$ cat src/rtl/lcd_pkg.sv
// Shared constants, FSM state type and DDRAM address decode for the LCD bus decoder.
package lcd_pkg;

  localparam logic [7:0]  CMD_CLEAR  = 8'h01;
  localparam logic [7:0]  CHAR_SPACE = 8'h20;
  localparam logic [6:0]  ROW1_BASE  = 7'h40;
  localparam int unsigned LCD_CELLS  = 32;

  typedef enum logic {
    ST_CLEAR = 1'b0,
    ST_IDLE  = 1'b1
  } lcd_state_e;

  // Map a 7-bit DDRAM address to {valid, cell index}; only 0x00-0x0F and 0x40-0x4F are mapped.
  function automatic logic [5:0] ddram_decode(input logic [6:0] a);
    logic [5:0] r;
    r = '0;
    if (a[6:4] == 3'b000) begin
      r = {1'b1, 1'b0, a[3:0]};
    end else if (a[6:4] == ROW1_BASE[6:4]) begin
      r = {1'b1, 1'b1, a[3:0]};
    end
    return r;
  endfunction

endpackage

$ cat src/rtl/lcd_e_fall_det.sv
// Input register stage for the LCD bus and registered lcd_e falling-edge strobe.
module lcd_e_fall_det (
  input  logic       clk,
  input  logic       rst,
  input  logic       lcd_e_i,
  input  logic       lcd_rs_i,
  input  logic       lcd_rw_i,
  input  logic [7:0] lcd_data_i,
  output logic       xfer_o,
  output logic       rs_o,
  output logic       rw_o,
  output logic [7:0] data_o
);

  logic       e_q, e_prev_q, rs_q, rw_q;
  logic [7:0] data_q;
  logic       xfer_q, xrs_q, xrw_q;
  logic [7:0] xdata_q;

  // Capture the bus once, then strobe one cycle after registered lcd_e has dropped,
  // carrying the rs/rw/data that were registered alongside the low lcd_e sample.
  always_ff @(posedge clk or posedge rst) begin
    if (rst) begin
      e_q      <= 1'b0;
      e_prev_q <= 1'b0;
      rs_q     <= 1'b0;
      rw_q     <= 1'b0;
      data_q   <= '0;
      xfer_q   <= 1'b0;
      xrs_q    <= 1'b0;
      xrw_q    <= 1'b0;
      xdata_q  <= '0;
    end else begin
      e_q      <= lcd_e_i;
      e_prev_q <= e_q;
      rs_q     <= lcd_rs_i;
      rw_q     <= lcd_rw_i;
      data_q   <= lcd_data_i;
      xfer_q   <= e_prev_q & ~e_q;
      xrs_q    <= rs_q;
      xrw_q    <= rw_q;
      xdata_q  <= data_q;
    end
  end

  assign xfer_o = xfer_q;
  assign rs_o   = xrs_q;
  assign rw_o   = xrw_q;
  assign data_o = xdata_q;

endmodule

$ cat src/rtl/lcd_bus_decoder.sv
// Decodes text-LCD bus writes into a 2x16 shadow display with cursor and command tracking.
module lcd_bus_decoder
  import lcd_pkg::*;
(
  input  logic       clk,
  input  logic       rst,
  input  logic       lcd_e,
  input  logic       lcd_rs,
  input  logic       lcd_rw,
  input  logic [7:0] lcd_data,
  input  logic [4:0] rd_addr,
  output logic [7:0] rd_char,
  output logic [4:0] cursor,
  output logic       busy,
  output logic       cmd_valid,
  output logic [7:0] cmd_code,
  output logic       char_valid,
  output logic       overrun,
  output logic       addr_err
);

  localparam logic [4:0] LAST_IDX = 5'(LCD_CELLS - 1);

  logic       xfer, x_rs, x_rw;
  logic [7:0] x_data;

  lcd_e_fall_det u_fall_det (
    .clk       (clk),
    .rst       (rst),
    .lcd_e_i   (lcd_e),
    .lcd_rs_i  (lcd_rs),
    .lcd_rw_i  (lcd_rw),
    .lcd_data_i(lcd_data),
    .xfer_o    (xfer),
    .rs_o      (x_rs),
    .rw_o      (x_rw),
    .data_o    (x_data)
  );

  lcd_state_e state_q, state_d;
  logic [4:0] clr_idx_q, clr_idx_d;
  logic [4:0] cursor_q, cursor_d;
  logic       inc_q, inc_d;
  logic [7:0] cmd_code_q, cmd_code_d;
  logic       cmd_valid_q, cmd_valid_d;
  logic       char_valid_q, char_valid_d;
  logic       overrun_q, overrun_d;
  logic       addr_err_q, addr_err_d;

  logic       mem_we;
  logic [4:0] mem_addr;
  logic [7:0] mem_wdata;
  logic [7:0] mem_q [LCD_CELLS];
  logic [5:0] ddram;

  // Control state and response pulse registers.
  always_ff @(posedge clk or posedge rst) begin
    if (rst) begin
      state_q      <= ST_CLEAR;
      clr_idx_q    <= '0;
      cursor_q     <= '0;
      inc_q        <= 1'b1;
      cmd_code_q   <= '0;
      cmd_valid_q  <= 1'b0;
      char_valid_q <= 1'b0;
      overrun_q    <= 1'b0;
      addr_err_q   <= 1'b0;
    end else begin
      state_q      <= state_d;
      clr_idx_q    <= clr_idx_d;
      cursor_q     <= cursor_d;
      inc_q        <= inc_d;
      cmd_code_q   <= cmd_code_d;
      cmd_valid_q  <= cmd_valid_d;
      char_valid_q <= char_valid_d;
      overrun_q    <= overrun_d;
      addr_err_q   <= addr_err_d;
    end
  end

  // Shadow display cells; contents are initialised by the CLEAR pass, not by reset.
  always_ff @(posedge clk) begin
    if (mem_we) begin
      mem_q[mem_addr] <= mem_wdata;
    end
  end

  // Next-state, cell write and response decode for each accepted transfer.
  always_comb begin
    state_d      = state_q;
    clr_idx_d    = clr_idx_q;
    cursor_d     = cursor_q;
    inc_d        = inc_q;
    cmd_code_d   = cmd_code_q;
    cmd_valid_d  = 1'b0;
    char_valid_d = 1'b0;
    overrun_d    = 1'b0;
    addr_err_d   = 1'b0;
    mem_we       = 1'b0;
    mem_addr     = cursor_q;
    mem_wdata    = x_data;
    ddram        = ddram_decode(x_data[6:0]);

    case (state_q)
      ST_CLEAR: begin
        mem_we    = 1'b1;
        mem_addr  = clr_idx_q;
        mem_wdata = CHAR_SPACE;
        cursor_d  = '0;
        inc_d     = 1'b1;
        clr_idx_d = clr_idx_q + 5'd1;
        if (clr_idx_q == LAST_IDX) begin
          state_d = ST_IDLE;
        end
        if (xfer && !x_rw) begin
          overrun_d = 1'b1;
        end
      end
      default: begin
        if (xfer && !x_rw) begin
          if (x_rs) begin
            mem_we       = 1'b1;
            char_valid_d = 1'b1;
            cursor_d     = inc_q ? cursor_q + 5'd1 : cursor_q - 5'd1;
          end else begin
            cmd_valid_d = 1'b1;
            cmd_code_d  = x_data;
            if (x_data == CMD_CLEAR) begin
              state_d   = ST_CLEAR;
              clr_idx_d = '0;
            end else if (x_data[7]) begin
              if (ddram[5]) begin
                cursor_d = ddram[4:0];
              end else begin
                addr_err_d = 1'b1;
              end
            end else if (x_data[7:1] == 7'h01) begin
              cursor_d = '0;
            end else if (x_data[7:2] == 6'h01) begin
              inc_d = x_data[1];
            end
          end
        end
      end
    endcase
  end

  assign busy       = (state_q == ST_CLEAR);
  assign cursor     = busy ? '0 : cursor_q;
  assign rd_char    = mem_q[rd_addr];
  assign cmd_code   = cmd_code_q;
  assign cmd_valid  = cmd_valid_q;
  assign char_valid = char_valid_q;
  assign overrun    = overrun_q;
  assign addr_err   = addr_err_q;

endmodule

$ cat config.mk
export PLATFORM = sky130hd
export DESIGN_NAME = lcd_bus_decoder
export DESIGN_NICKNAME = d
export VERILOG_FILES = /design/src/rtl/lcd_pkg.sv /design/src/rtl/lcd_e_fall_det.sv /design/src/rtl/lcd_bus_decoder.sv
export SDC_FILE = /design/constraint.sdc
export NUM_CORES = 1
export LEC_CHECK = 0
export ABC_AREA = 1
export CELL_PAD_IN_SITES_DETAIL_PLACEMENT = 1
export CELL_PAD_IN_SITES_GLOBAL_PLACEMENT = 1
export CORE_MARGIN = 4
export CORE_UTILIZATION = 29
export CTS_CLUSTER_SIZE = 16
export DETAILED_ROUTE_END_ITERATION = 10
export GPL_ROUTABILITY_DRIVEN = 0
export PLACE_DENSITY = 0.62
export SYNTH_ARGS = -nofsm -noshare
export SYNTH_HDL_FRONTEND = slang
export SYNTH_SLANG_ARGS = --single-unit
$ cat constraint.sdc
create_clock -name clk -period 2.1 [get_ports clk]
set_input_delay 0.315 -clock clk [delete_from_list [all_inputs] [get_ports clk]]
set_output_delay 0.315 -clock clk [all_outputs]
set_load 0.02 [all_outputs]
# ---- Word level (Yosys, flattened, before mapping)
# Memory sizes are Yosys's and may differ from the RTL's.
# Index checks and enable logic that the tools add are counted.
# Widths: inputs -> output; s select.
dict set report totals {
  register_bits 47
  ramBits 256
  inputBits 18
  wordCells 94
  n_memories 1
}
dict set report op_classes {
  add_sub_neg 3
  n_eq_ne 15
  n_mux 46
  n_bitwise 4
  reduce_logical 7
}
# memory words word_bits rd rd_clocked_by_memory_dff wr line_no
set memory_table {}
lappend memory_table {mem_q 32 8 1 0 1 lcd_bus_decoder.sv:53} ;# logic [7:0] mem_q [LCD_CELLS];
# op count
set op_table {}
lappend op_table {{$mux 5} 14}
lappend op_table {{$mux 1} 29}
lappend op_table {{$mux 6} 2}
lappend op_table {{$add 5x1->5 const B} 2}
lappend op_table {{$eq 8x1->1 const B} 1}
lappend op_table {{$mux 8} 1}
lappend op_table {{$ne 2x2->1 const B} 4}
lappend op_table {{$eq 7x1->1 const B} 1}
lappend op_table {{$eq 6x1->1 const B} 1}
lappend op_table {{$ne 2x1->1 const B} 3}
lappend op_table {{$reduce_and 3->1} 2}
lappend op_table {{$reduce_and 6->1} 1}
lappend op_table {{$eq 5x5->1 const B} 1}
lappend op_table {{$sub 5x1->5 const B} 1}
lappend op_table {{$ne 4x1->1 const B} 1}
lappend op_table {{$ne 4x3->1 const B} 1}
lappend op_table {{$reduce_and 4->1} 1}
lappend op_table {{$eq 3x3->1 const B} 1}
lappend op_table {{$logic_not 3->1} 1}
lappend op_table {{$ne 3x2->1 const B} 1}
lappend op_table {{$not 1->1} 3}
lappend op_table {{$and 1x1->1} 1}
lappend op_table {{$logic_and 1x1->1} 1}
lappend op_table {{$logic_not 1->1} 1}

# ---- Logic depth before layout (Yosys ltp)
dict set report logic_depth {
  word_depth 9
  depth_mapped 11
  ltp_nobuf 9
}

# ---- By module
# A second synthesis with hierarchy kept.
dict set report unflattened {
  cells_unflattened 1125
  hier_area_um2 12475.7
}
# module instances cells_each area_each_um2
set modules_own_cells {}
lappend modules_own_cells {lcd_bus_decoder 1 1099 11886.4}
lappend modules_own_cells {lcd_e_fall_det 1 26 589.3}

# ---- Least setup slack after synthesis
# Ideal clock, no wire load.
dict set report synth_path {
  path_kind {reg2reg}
  start {register state_q}
  end {memory mem_q[13][0], enable pin}
  arrival_time_ns 1.522
  t_required_ns 1.730
  path_slack_ns 0.207
  stages_incl_launch_ff 7
  path_buffers 1
  period_less_slack_ns 1.893
  path_cell_list {dfrtp_1 -> buf_4 -> nand2_1 -> inv_1 -> a21oi_1 -> nand3_2 -> nor2_1}
}
dict set report synth_between {
  elab_chain_len 3
}
# item line_no
set synth_lines {}
lappend synth_lines {{start: declaration} lcd_bus_decoder.sv:40} ;# lcd_state_e state_q, state_d;
lappend synth_lines {{start signal: assignment} lcd_bus_decoder.sv:69} ;# state_q <= state_d;
lappend synth_lines {{$mux 1} lcd_bus_decoder.sv:104} ;# case (state_q)
lappend synth_lines {{$mux 1} lcd_bus_decoder.sv:83} ;# if (mem_we) begin
lappend synth_lines {{$mux 1 (not written as such)} lcd_bus_decoder.sv:84} ;# mem_q[mem_addr] <= mem_wdata;
lappend synth_lines {{end: declaration} lcd_bus_decoder.sv:53}
# Several ways; a longest one is shown, not always the timed one.

# ---- Worst setup path after layout
dict set report layout_path {
  start {memory mem_q[3][3]}
  end {output rd_char[3]}
}
dict set report layout_between {
  elab_chain_len 1
}
# item line_no
set layout_lines {}
lappend layout_lines {{$mem_v2 32x8} -}
lappend layout_lines {{end: declaration} lcd_bus_decoder.sv:12} ;# output logic [7:0] rd_char,
# Every way passes these cells.

==> results.py <==
metrics = {
    "synthesis": {
        "syn_avg_cell_area_um2": 11.2,
        "yosys-top-cells-area": "edfxtp_1, nand2_1, dfrtp_1",
        "synth_flop_cell": "edfxtp_1",
        "synth_simple_gate_area_share_pct": 23.0,
        "ys_ff_latch": 303,
        "synth_xor_area_share_pct": 0.0696,
        "netlist_area_um2": 12600,
        "synth_top_cell_by_area": "edfxtp_1",
        "synth_mux_area_share_pct": 0,
        "synth-seq-area-share_pct": 70.5,
        "async_reset_ff_share_pct": 15.5,
        "synthAdderAreaFrac_pct": 0.656,
        "synthCells": 1127,
        "synth_top_area_share_pct": 61.1,
        "yosysMostFrequentCell": "nand2_1",
        "synthTopCellsByCount": "nand2_1, edfxtp_1, nand3_1",
        "synth_top_family_by_area": "simple AND/OR/NAND/NOR gates",
        "ys_warn_count": 0,
        "synth-edff-count": 256,
        "synth_compound_gate_area_share_pct": 1.68,
        "synth.distinct_cells": 31,
        "syn_nets": 1151,
    },
    "timing": {
        "skew_ps": 34.2,
        "tns_ps": 0,
        "tightest_slew_ps": 465,
        "slew_viol_final": 0,
        "final_hold_viol_count": 0,
        "max_slew_margin_pct": 69.0,
        "rsz0062_at_grt": "true",
        "setup_viol": 0,
        "max_freq_mhz": 490,
        "finalCritPeriodShare_pct": 97.1,
        "fin_crit_ps": 2040,
    },
    "critical_path": {
        "crit_chain": "nand2_1 > nand3_1 > nand3_1 > nand2_2 > nand2_1 > nand2_1 > nand2_1 > nand2_2 > buf_6",
        "cp.arrival_ps": 1720,
        "worstReg2RegEnd": "mem_q[23][0]",
        "critPathKind": "flop to output pin",
        "cp_top_family": "simple AND/OR/NAND/NOR gates",
        "crit_buf_inv": 1,
        "reg2regPathDepth": 9,
        "critPathSlowestCell": "edfxtp_1",
        "cp-end-kind": "output pin",
        "path_common_cell": "nand2_1",
        "slowest_delay_ps": 380,
        "cp.required_ps": 1780,
        "reg2reg_slack_ps": 100,
        "worstPathMaxFanout": 1,
        "crit_path_start_kind": "flop",
        "regToRegStartpoint": "state_q",
    },
    "cts": {
        "cts_max_path_buffers": 3,
        "cts_inserted_buffers": 35,
        "clk-insertion-delay-late_ps": 540,
        "cts.clk_slew.worst_paths_ps": 60,
        "clock-sinks": 303,
        "cts_root_buf": "clkbuf_16",
        "hold_buffers": 0,
        "h-tree-depth": 2,
        "cts_tree": "built",
    },
    "job": {
        "max-cap-violations": 0,
    },
    "cells_and_area": {
        "drive_above_1_share_pct": 18.8,
        "syn_to_final_growth_pct": 24.8,
        "n_fill_cell": 4743,
        "diodes": 0,
        "layout.nets": 1267,
    },
    "global_route": {
        "grt_max_degree": 42,
        "grt_antenna_before_repair": 1,
        "grt_pass1_wl_mm": 54.6,
        "gr-usage-all-layers_pct": 15.0,
        "grt_pass1_vias": 9244,
        "gr-total-overflow": 0,
    },
    "outcome": {
        "status": "complete, no violations",
    },
    "placed_design": {
        "portBuffers": 43,
        "place_hpwl_mm": 22.7,
    },
    "floorplan": {
        "design.core.area_um2": 43000,
        "num_io_pins": 44,
        "fp.dieArea_um2": 46800,
        "start_util_pct": 29.3,
        "die_h_um": 216,
        "rows": 76,
        "die_x_um": 216,
    },
    "detailed_routing": {
        "drt-total-wl_mm": 35.2,
        "dr.pass1.iters": 5,
        "wl_per_cell_um": 19.0,
        "num_vias": 8647,
        "drcViolationCount": 0,
        "drtIter0Drc": 630,
        "ant_nets": 0,
        "vias_per_cell": 4.67,
    },
    "worst_hold_path": {
        "worstHoldPathType": "input port to asynchronous set/reset pin",
    },
    "pwr": {
        "ir_drop_mv": 0.429,
        "switching_share_pct": 24.6,
        "combinationalPowerShare_pct": 9.6,
        "power_mw": 13.5,
        "clockPowerShare_pct": 40.9,
        "p_int_mw": 10.2,
        "p_seq_share_pct": 49.4,
        "p_leak_nw": 6.12,
        "p_per_area_nw_per_um2": 858,
        "switchingPower_mw": 3.31,
    },
}
[state kept, by name, indices dropped and copies added (netlist names)]
| name | count |
|---|---|
| u_fall_det.rs_q | 1 |
| u_fall_det.rw_q | 1 |
| u_fall_det.e_prev_q | 1 |
| char_valid | 1 |
| addr_err | 1 |
| cmd_valid | 1 |
| state_q | 1 |
| u_fall_det.xfer_o | 1 |
| u_fall_det.rw_o | 1 |
| cmd_code | 8 |
| cursor_q | 5 |
| u_fall_det.rs_o | 1 |
| u_fall_det.data_o | 8 |
| clr_idx_q | 5 |
| u_fall_det.data_q | 8 |
| inc_q | 1 |
| overrun | 1 |
| u_fall_det.e_q | 1 |
| mem_q | 256 |
[how the worst max path moves through the flow]
stage | from | endpoint | slack (ps) | cells after the start
CTS | mem_q[4][4] | rd_char[4] | -60 | 9
global placement | rd_addr[2] | rd_char[7] | -590 | 9
detailed placement | rd_addr[2] | rd_char[3] | -630 | 9
global route | mem_q[3][3] | rd_char[3] | -20 | 9
floorplan | state_q | mem_q[13][0] | 210 | 6
finish | mem_q[3][3] | rd_char[3] | 60 | 9
[power by group through the flow]
| stage | registers [mW] | logic [mW] | clock network, mW |
|---|---|---|---|
| floorplan | 6.81 | 0.664 | 0 |
| global placement | 6.78 | 1.26 | 0 |
| detailed placement | 6.79 | 1.28 | 0 |
| CTS | 6.66 | 1.27 | 5.66 |
| global route | 6.67 | 1.43 | 5.93 |
| finish | 6.66 | 1.30 | 5.51 |
[routing by layer]
| layer | global-route usage, % | wire (um) | vias to the layer above |
|---|---|---|---|
| li1 | - | - | 4083 |
| met1 | 19.9 | 15700 | 4354 |
| met2 | 25.5 | 17300 | 147 |
| met3 | 2.45 | 1340 | 61 |
| met4 | 4.63 | 927 | 2 |
| met5 | 0 | 13 | - |
[metrics by stage]
stage / worst slack, ps / hold slack [ps] / utilization, % / instance area, um^2 / cells
after floorplan: 207 / 331 / - / 12600 / 1127
after global placement: -586 / 335 / 33.3 / 14300 / 1784
after detailed placement: -627 / 336 / 33.3 / 14300 / 1784
after CTS: -60.5 / 71.8 / 35.9 / 15400 / 1847
after global routing: -17.1 / 109 / 36.5 / 15700 / 1852
final: 60.5 / 87.3 / 36.5 / 15700 / 1852
[cell families (layout without fill, tap and decap cells)]
| group | count (synthesis) | after routing |
|---|---|---|
| DFF | 303 | 303 |
| xor gates and xnor gates | 1 | 1 |
| adders and majority gates | 6 | 6 |
| and+or+nand+nor | 687 | 687 |
| buffers and inverters | 96 | 236 |
| AOI/OAI and AO/OA | 34 | 34 |
[layout make-up]
cell class / instances / area, um^2 / area share [%]
clock inverter: 19 / 136 / 0.869
timing repair buffer: 137 / 1460 / 9.28
sequential: 303 / 8870 / 56.5
tap: 585 / 732 / 4.66
multi-input combinational: 728 / 3460 / 22.0
inverter: 38 / 146 / 0.932
clock buffer: 42 / 902 / 5.75
[worst register-to-register path: stages (launching register included)]
cell and delay, ps:
dfrtp_2 470, buf_4 160, nand2_1 50, inv_1 80, a21oi_4 160, inv_2 80
nor2_1 160, nand2_1 200, nor2_1 160, buf_4 200
[layout by cell type (no fill, tap or decap), types with 26 or more instances in the layout]
cell | netlist | layout
buf_4 | 28 | 67
clkdlybuf4s50_1 | 0 | 26
edfxtp_1 | 256 | 256
buf_12 | 0 | 27
inv_1 | 32 | 30
nand2_1 | 416 | 396
nand3_1 | 206 | 165
clkbuf_16 | 0 | 35
nand3_2 | 4 | 44
dfrtp_1 | 46 | 45
nor2_1 | 47 | 47
[what timing repair did]
action	4_1_cts	5_1_grt
endpoints found under the setup margin	39	135
pin swaps	1	25
endpoints found under the hold margin	0	0
buffers inserted	2	5
resized for setup	56	65
(Power assumes the default switching activity.)
